## src/rtl/loop_iter_ctrl.sv

```systemverilog
// Nested-loop iteration engine: captures per-level iteration counts and walks them innermost-fastest,
// emitting one handshaked beat per innermost iteration. Optional iter_index output: LOOP_CTRL_IDX_OUT_EN.
module loop_iter_ctrl #(
  parameter int LOOP_ID_W   = 5,
  parameter int LOOP_ITER_W = 16,
  parameter int MAX_LOOPS   = 8
) (
  input  logic                         clk,
  input  logic                         reset,
  input  logic                         cfg_loop_iter_v,
  input  logic [LOOP_ITER_W-1:0]       cfg_loop_iter,
  input  logic [LOOP_ID_W-1:0]         cfg_loop_iter_loop_id,
  input  logic                         loop_ctrl_start,
  output logic                         loop_ctrl_done,
  output logic                         iter_v,
  input  logic                         iter_ready,
  output logic                         iter_first,
  output logic                         iter_last,
  output logic [LOOP_ID_W-1:0]         iter_level,
`ifdef LOOP_CTRL_IDX_OUT_EN
  output logic [MAX_LOOPS*LOOP_ITER_W-1:0] iter_index,
`endif
  output logic                         busy,
  output logic                         cfg_err
);

  localparam int DEPTH_W = $clog2(MAX_LOOPS + 1);
  localparam int IDX_W   = (MAX_LOOPS > 1) ? $clog2(MAX_LOOPS) : 1;

  typedef enum logic [1:0] {
    S_IDLE = 2'd0,
    S_RUN  = 2'd1,
    S_DONE = 2'd2
  } state_t;

  state_t                 r_state;
  logic [LOOP_ITER_W-1:0] r_iter [MAX_LOOPS];
  logic [LOOP_ITER_W-1:0] r_cnt  [MAX_LOOPS];
  logic [DEPTH_W-1:0]     r_depth;
  logic                   r_done;
  logic                   r_iter_v;
  logic                   r_first;
  logic                   r_last;
  logic [LOOP_ID_W-1:0]   r_level;
  logic                   r_busy;
  logic                   r_cfg_err;

  logic                   w_cfg_ok;
  logic [IDX_W-1:0]       w_id_idx;
  logic [DEPTH_W-1:0]     w_id_depth;
  logic [LOOP_ITER_W-1:0] w_iter_wr [MAX_LOOPS];
  logic [DEPTH_W-1:0]     w_depth_wr;
  logic [LOOP_ID_W-1:0]   w_lvl;
  logic [LOOP_ITER_W-1:0] w_cnt_step [MAX_LOOPS];
  logic                   w_last_step;
  logic                   w_last_start;

  assign w_id_idx   = cfg_loop_iter_loop_id[IDX_W-1:0];
  assign w_id_depth = DEPTH_W'(cfg_loop_iter_loop_id) + DEPTH_W'(1);

  // Config write merge and next-beat stepping; the start beat sees a same-cycle cfg write
  always_comb begin
    w_cfg_ok   = cfg_loop_iter_v && (r_state == S_IDLE) &&
                 (32'(cfg_loop_iter_loop_id) < 32'(MAX_LOOPS));
    w_iter_wr  = r_iter;
    w_depth_wr = r_depth;
    if (w_cfg_ok) begin
      w_iter_wr[w_id_idx] = cfg_loop_iter;
      if (w_id_depth > r_depth) begin
        w_depth_wr = w_id_depth;
      end else begin
        w_depth_wr = r_depth;
      end
    end else begin
      w_depth_wr = r_depth;
    end

    w_lvl = {LOOP_ID_W{1'b0}};
    for (int k = 0; k < MAX_LOOPS; k++) begin
      if ((DEPTH_W'(k) < r_depth) && (r_cnt[k] != r_iter[k])) begin
        w_lvl = LOOP_ID_W'(k);
      end else begin
        w_lvl = w_lvl;
      end
    end

    w_last_step  = 1'b1;
    w_last_start = 1'b1;
    for (int k = 0; k < MAX_LOOPS; k++) begin
      if (LOOP_ID_W'(k) == w_lvl) begin
        w_cnt_step[k] = r_cnt[k] + LOOP_ITER_W'(1);
      end else if (LOOP_ID_W'(k) > w_lvl) begin
        w_cnt_step[k] = {LOOP_ITER_W{1'b0}};
      end else begin
        w_cnt_step[k] = r_cnt[k];
      end
      if ((DEPTH_W'(k) < r_depth) && (w_cnt_step[k] != r_iter[k])) begin
        w_last_step = 1'b0;
      end else begin
        w_last_step = w_last_step;
      end
      if ((DEPTH_W'(k) < w_depth_wr) && (w_iter_wr[k] != {LOOP_ITER_W{1'b0}})) begin
        w_last_start = 1'b0;
      end else begin
        w_last_start = w_last_start;
      end
    end
  end

`ifdef LOOP_CTRL_IDX_OUT_EN
  logic [MAX_LOOPS*LOOP_ITER_W-1:0] r_index;
  logic [MAX_LOOPS*LOOP_ITER_W-1:0] w_idx_step;

  // Index of the next beat, masked to the configured depth
  always_comb begin
    w_idx_step = {(MAX_LOOPS*LOOP_ITER_W){1'b0}};
    for (int k = 0; k < MAX_LOOPS; k++) begin
      if (DEPTH_W'(k) < r_depth) begin
        w_idx_step[k*LOOP_ITER_W +: LOOP_ITER_W] = w_cnt_step[k];
      end else begin
        w_idx_step[k*LOOP_ITER_W +: LOOP_ITER_W] = {LOOP_ITER_W{1'b0}};
      end
    end
  end

  // Index register follows the beat and is zero outside RUN
  always_ff @(posedge clk) begin
    if (reset) begin
      r_index <= {(MAX_LOOPS*LOOP_ITER_W){1'b0}};
    end else if (r_state == S_RUN && iter_ready) begin
      r_index <= r_last ? {(MAX_LOOPS*LOOP_ITER_W){1'b0}} : w_idx_step;
    end else if (r_state != S_RUN) begin
      r_index <= {(MAX_LOOPS*LOOP_ITER_W){1'b0}};
    end
  end

  assign iter_index = r_index;
`endif

  // Main FSM with registered beat/status outputs
  always_ff @(posedge clk) begin
    if (reset) begin
      r_state   <= S_IDLE;
      r_depth   <= {DEPTH_W{1'b0}};
      r_done    <= 1'b0;
      r_iter_v  <= 1'b0;
      r_first   <= 1'b0;
      r_last    <= 1'b0;
      r_level   <= {LOOP_ID_W{1'b0}};
      r_busy    <= 1'b0;
      r_cfg_err <= 1'b0;
      for (int k = 0; k < MAX_LOOPS; k++) begin
        r_iter[k] <= {LOOP_ITER_W{1'b0}};
        r_cnt[k]  <= {LOOP_ITER_W{1'b0}};
      end
    end else begin
      if (cfg_loop_iter_v && !w_cfg_ok) begin
        r_cfg_err <= 1'b1;
      end
      case (r_state)
        S_IDLE: begin
          r_iter  <= w_iter_wr;
          r_depth <= w_depth_wr;
          if (loop_ctrl_start) begin
            r_state  <= S_RUN;
            r_iter_v <= 1'b1;
            r_first  <= 1'b1;
            r_last   <= w_last_start;
            r_level  <= {LOOP_ID_W{1'b0}};
            r_busy   <= 1'b1;
            for (int k = 0; k < MAX_LOOPS; k++) begin
              r_cnt[k] <= {LOOP_ITER_W{1'b0}};
            end
          end
        end
        S_RUN: begin
          if (iter_ready) begin
            if (r_last) begin
              r_state  <= S_DONE;
              r_iter_v <= 1'b0;
              r_first  <= 1'b0;
              r_last   <= 1'b0;
              r_level  <= {LOOP_ID_W{1'b0}};
              r_done   <= 1'b1;
            end else begin
              r_cnt   <= w_cnt_step;
              r_first <= 1'b0;
              r_last  <= w_last_step;
              r_level <= w_lvl;
            end
          end
        end
        S_DONE: begin
          r_state <= S_IDLE;
          r_done  <= 1'b0;
          r_busy  <= 1'b0;
          r_depth <= {DEPTH_W{1'b0}};
          for (int k = 0; k < MAX_LOOPS; k++) begin
            r_iter[k] <= {LOOP_ITER_W{1'b0}};
            r_cnt[k]  <= {LOOP_ITER_W{1'b0}};
          end
        end
        default: begin
          r_state  <= S_IDLE;
          r_iter_v <= 1'b0;
          r_done   <= 1'b0;
          r_busy   <= 1'b0;
        end
      endcase
    end
  end

  assign loop_ctrl_done = r_done;
  assign iter_v         = r_iter_v;
  assign iter_first     = r_first;
  assign iter_last      = r_last;
  assign iter_level     = r_level;
  assign busy           = r_busy;
  assign cfg_err        = r_cfg_err;

endmodule

```

## config.mk

```make
export PLATFORM = sky130hd
export DESIGN_NAME = loop_iter_ctrl
export DESIGN_NICKNAME = d
export VERILOG_FILES = /design/src/rtl/loop_iter_ctrl.sv
export SDC_FILE = /design/constraint.sdc
export NUM_CORES = 1
export LEC_CHECK = 0
export BUFFER_PORTS_ARGS = -buffer_cell sky130_fd_sc_hd__buf_2
export CORE_AREA = 10 10 147 284
export DETAILED_ROUTE_END_ITERATION = 10
export DIE_AREA = 0 0 157 294
export GPL_ROUTABILITY_DRIVEN = 1
export PLACE_DENSITY = 0.75
export SLEW_MARGIN = 30
export SYNTH_ARGS = -nofsm -noshare
export SYNTH_HDL_FRONTEND = slang
export SYNTH_SLANG_ARGS = --single-unit
```

## constraint.sdc

```tcl
create_clock -name clk -period 4.2 [get_ports clk]
set_input_delay 0 -clock clk [delete_from_list [all_inputs] [get_ports clk]]
set_output_delay 0 -clock clk [all_outputs]
set_load 0.01 [all_outputs]
```

==> flow_summary.toml <==
[die]
die_x_um = 157
die_h_um = 294
core_area_mm2 = 0.0372
start_util_pct = 54.3
dieArea_mm2 = 0.0462
rows = 100
pin_count = 37

[worst_setup_path]
rr_worst_depth = 14
crit_fanout = 11
r2r-end = "iter_last"
regToRegSetupSlack_ns = 0.15
cp-end-kind = "flip-flop"
setup.worst_path.class = "flip-flop to flip-flop"
critPathRequiredTime_ns = 4.73
cp-start-kind = "flip-flop"
r2r-start = "r_cnt[66]"
critPathArrivalTime_ns = 4.58

[routing]
drt-initial-drc-count = 2291
wl_per_cell_um = 24.4
num_vias = 23383
drc_errors = 1
dr.pass1.iters = 11
final_antenna_net_count = 0
vias_per_cell = 6.67
drt-total-wl_um = 85400

[hold_path]
whs_path_depth = 3
min_to = "r_iter[11]"
hp-start = "cfg_loop_iter[11]"
hp-class = "primary input to flip-flop"

[timing]
clock.fmax_ghz = 0.247
fin_crit_ns = 4.05
hold_viol_final = 0
fin_skew_ns = 0.0146
fin_crit_sh_pct = 96.4
relSlewSlack_pct = 32.4
tightest_slew_ns = 1.01
setup_slack_ns = 0.152
report.final.slew_viol_count = 0
hold_slack_ns = 0.0557
setup_viol = 0
tns_ns = 0

[clocking]
cts_buffers = 28
cts_buffer_depth = 3
clock_latency_ns = 0.59
cts.sinks = 271
cts.clk_slew.worst_paths_ns = 0.07
h-tree-depth = 1
root_buffer = "clkbuf_16"
cts_tree = "built"

[global_routing]
antenna_found_initial = 1
grt_overflow_total = 0
grt_first_pass_wirelength_um = 130000
grt_usage_pct = 35.8
grt_max_degree = 120
grt_pass1_vias = 22428

[pwr]
power.density_mw_per_mm2 = 266
worst_ir_drop_vdd_mv = 0.318
p_leak_nw = 8.70

[final_layout]
final_cell_mix = "nor2_1 (392), nand2_1 (381), a21oi_1 (379)"
fillers = 3447
fin_cells = 3505
fin_util_pct = 62.7
nNetsFinal = 3065
areaGrowthSynthToFinish_pct = 15.5
antenna_cells = 0
final_common_cell = "nor2_1"
drive_gt1_share_pct = 13.7

[synthesis]
synth_top_area_share_pct = 26.9
syn-mean-instance-area_um2 = 6.82
yosys_warnings = 0
netlist_area_mm2 = 0.0202
synth-main-ff-cell = "dfxtp_1"
async_reset_ff_share_pct = 0
syn_inst = 2959
ys_seq_area_share_pct = 26.9
synth_top_area_cell = "dfxtp_1"
synthTopCellsByArea = "dfxtp_1 (27%), a21oi_1 (9.4%), nor2_1 (7.3%)"
synthDistinctLibCells = 83
ys_ff_latch = 271
synth_edf_count = 0

[job]
drv_cap = 0

[place]
dp_hpwl_um = 60600
pre_cts_ws_ns = -0.134
place_congestion = 1.10
place_inst = 3430
port-buffer-count = 34

[outcome]
status = "complete, but fails checks"
violations = "DRC"
critical path, stage by stage, from the launching register on:
cell      delay [ns]
dfxtp_1         0.32
xor2_1          0.17
or4_4           0.60
or4_4           0.63
a211oi_4        0.29
nand4_1         0.12
buf_4           0.20
nor4_2          0.28
buf_4           0.18
nor2_1          0.05
xor2_1          0.14
a222oi_1        0.34
a21boi_1        0.23
a31o_1          0.25
a41o_1          0.18
report_power, final:
| group | switching, W | internal [W] |
|---|---|---|
| Combinational | 0.000530 | 0.000227 |
| Clock | 0.00119 | 0.00164 |
| Sequential | 0.0000303 | 0.00259 |
| Total | 0.00175 | 0.00445 |
Yosys cell counts, types with 10 or more instances:
cell type,instances
a211oi_1,13
a21oi_1,380
a22oi_1,64
a2bb2oi_1,10
a311oi_1,24
a31oi_1,15
a32oi_1,11
and2_1,12
and3_1,47
buf_1,23
buf_2,13
clkbuf_1,244
dfxtp_1,271
ha_1,13
inv_1,46
mux2i_1,27
nand2_1,381
nand2b_1,20
nand3_1,81
nand3b_1,10
nand4_1,54
nor2_1,393
nor2b_1,25
nor3_1,66
nor3b_1,14
nor4_1,71
o211ai_1,11
o21ai_0,169
o22ai_1,19
o31ai_1,13
or3_1,17
or4_1,17
xnor2_1,133
xor2_1,95
worst max path at each step:
| stage | slack, ns | startpoint | to |
|---|---|---|---|
| final | 0.15 | r_cnt[66] | iter_last |
| after global routing | -0.001 | r_cnt[66] | iter_last |
| after CTS | 0.07 | r_iter[29] | iter_last |
| after detailed placement | -0.13 | r_iter[29] | iter_last |
| after global placement | -0.06 | r_iter[29] | iter_last |
| after floorplan | 0.44 | r_iter[76] | iter_last |
routing by layer:
metal / part of all wire, % / global-route usage [%]
met4: 9.2 / 28.9
met3: 7.9 / 5.59
met2: 49 / 61.2
met1: 34 / 38.0
met5: 0.016 / 0
sequential cells by signal, indices dropped and copies added, names as in the netlist:
register and count:
cfg_err 1, iter_first 1, busy 1, loop_ctrl_done 1
r_cnt 128, iter_level 3, r_iter 128, iter_v 1
iter_last 1, r_depth 4, r_state 2
repair_timing:
item / in CTS / in global routing
endpoints found under the setup margin: 1 / 1
resized for setup: 4 / 20
cloned: 0 / 0
pin swaps: 0 / 10
setup buffers: 0 / 7
hold buffers: 18 / 0
hold endpoints to repair: 20 / 0
per-stage QoR:
| step | instance area (um^2) | total power, W |
|---|---|---|
| after floorplan | 20200 | 0.00308 |
| after global placement | 22000 | 0.00337 |
| after detailed placement | 22000 | 0.00338 |
| after CTS | 23200 | 0.00618 |
| after global routing | 23300 | 0.00634 |
| final | 23300 | 0.00620 |
area by class of cell:
class                           count  area, um^2  share of cell area [%]
Clock buffer                       34         785                    3.36
Tap cell                          459         574                    2.46
Multi-Input combinational cell   2356       13600                    58.4
Clock inverter                     16         226                   0.971
Timing Repair Buffer              323        2500                    10.7
Inverter                           46         173                   0.741
Sequential cell                   271        5440                    23.3
cell families after synthesis:
family / after synthesis / synth area share, %
other: 1 / 0.0186
buffers and inverters: 333 / 6.46
multiplexers: 29 / 1.45
AO/OA/AOI/OAI: 830 / 24.9
adder cells (fa/ha/maj): 13 / 0.806
XOR/XNOR: 228 / 9.89
flip-flops: 271 / 26.9
AND/OR/NAND/NOR: 1254 / 29.6
Power figures use the tool's default switching activity.
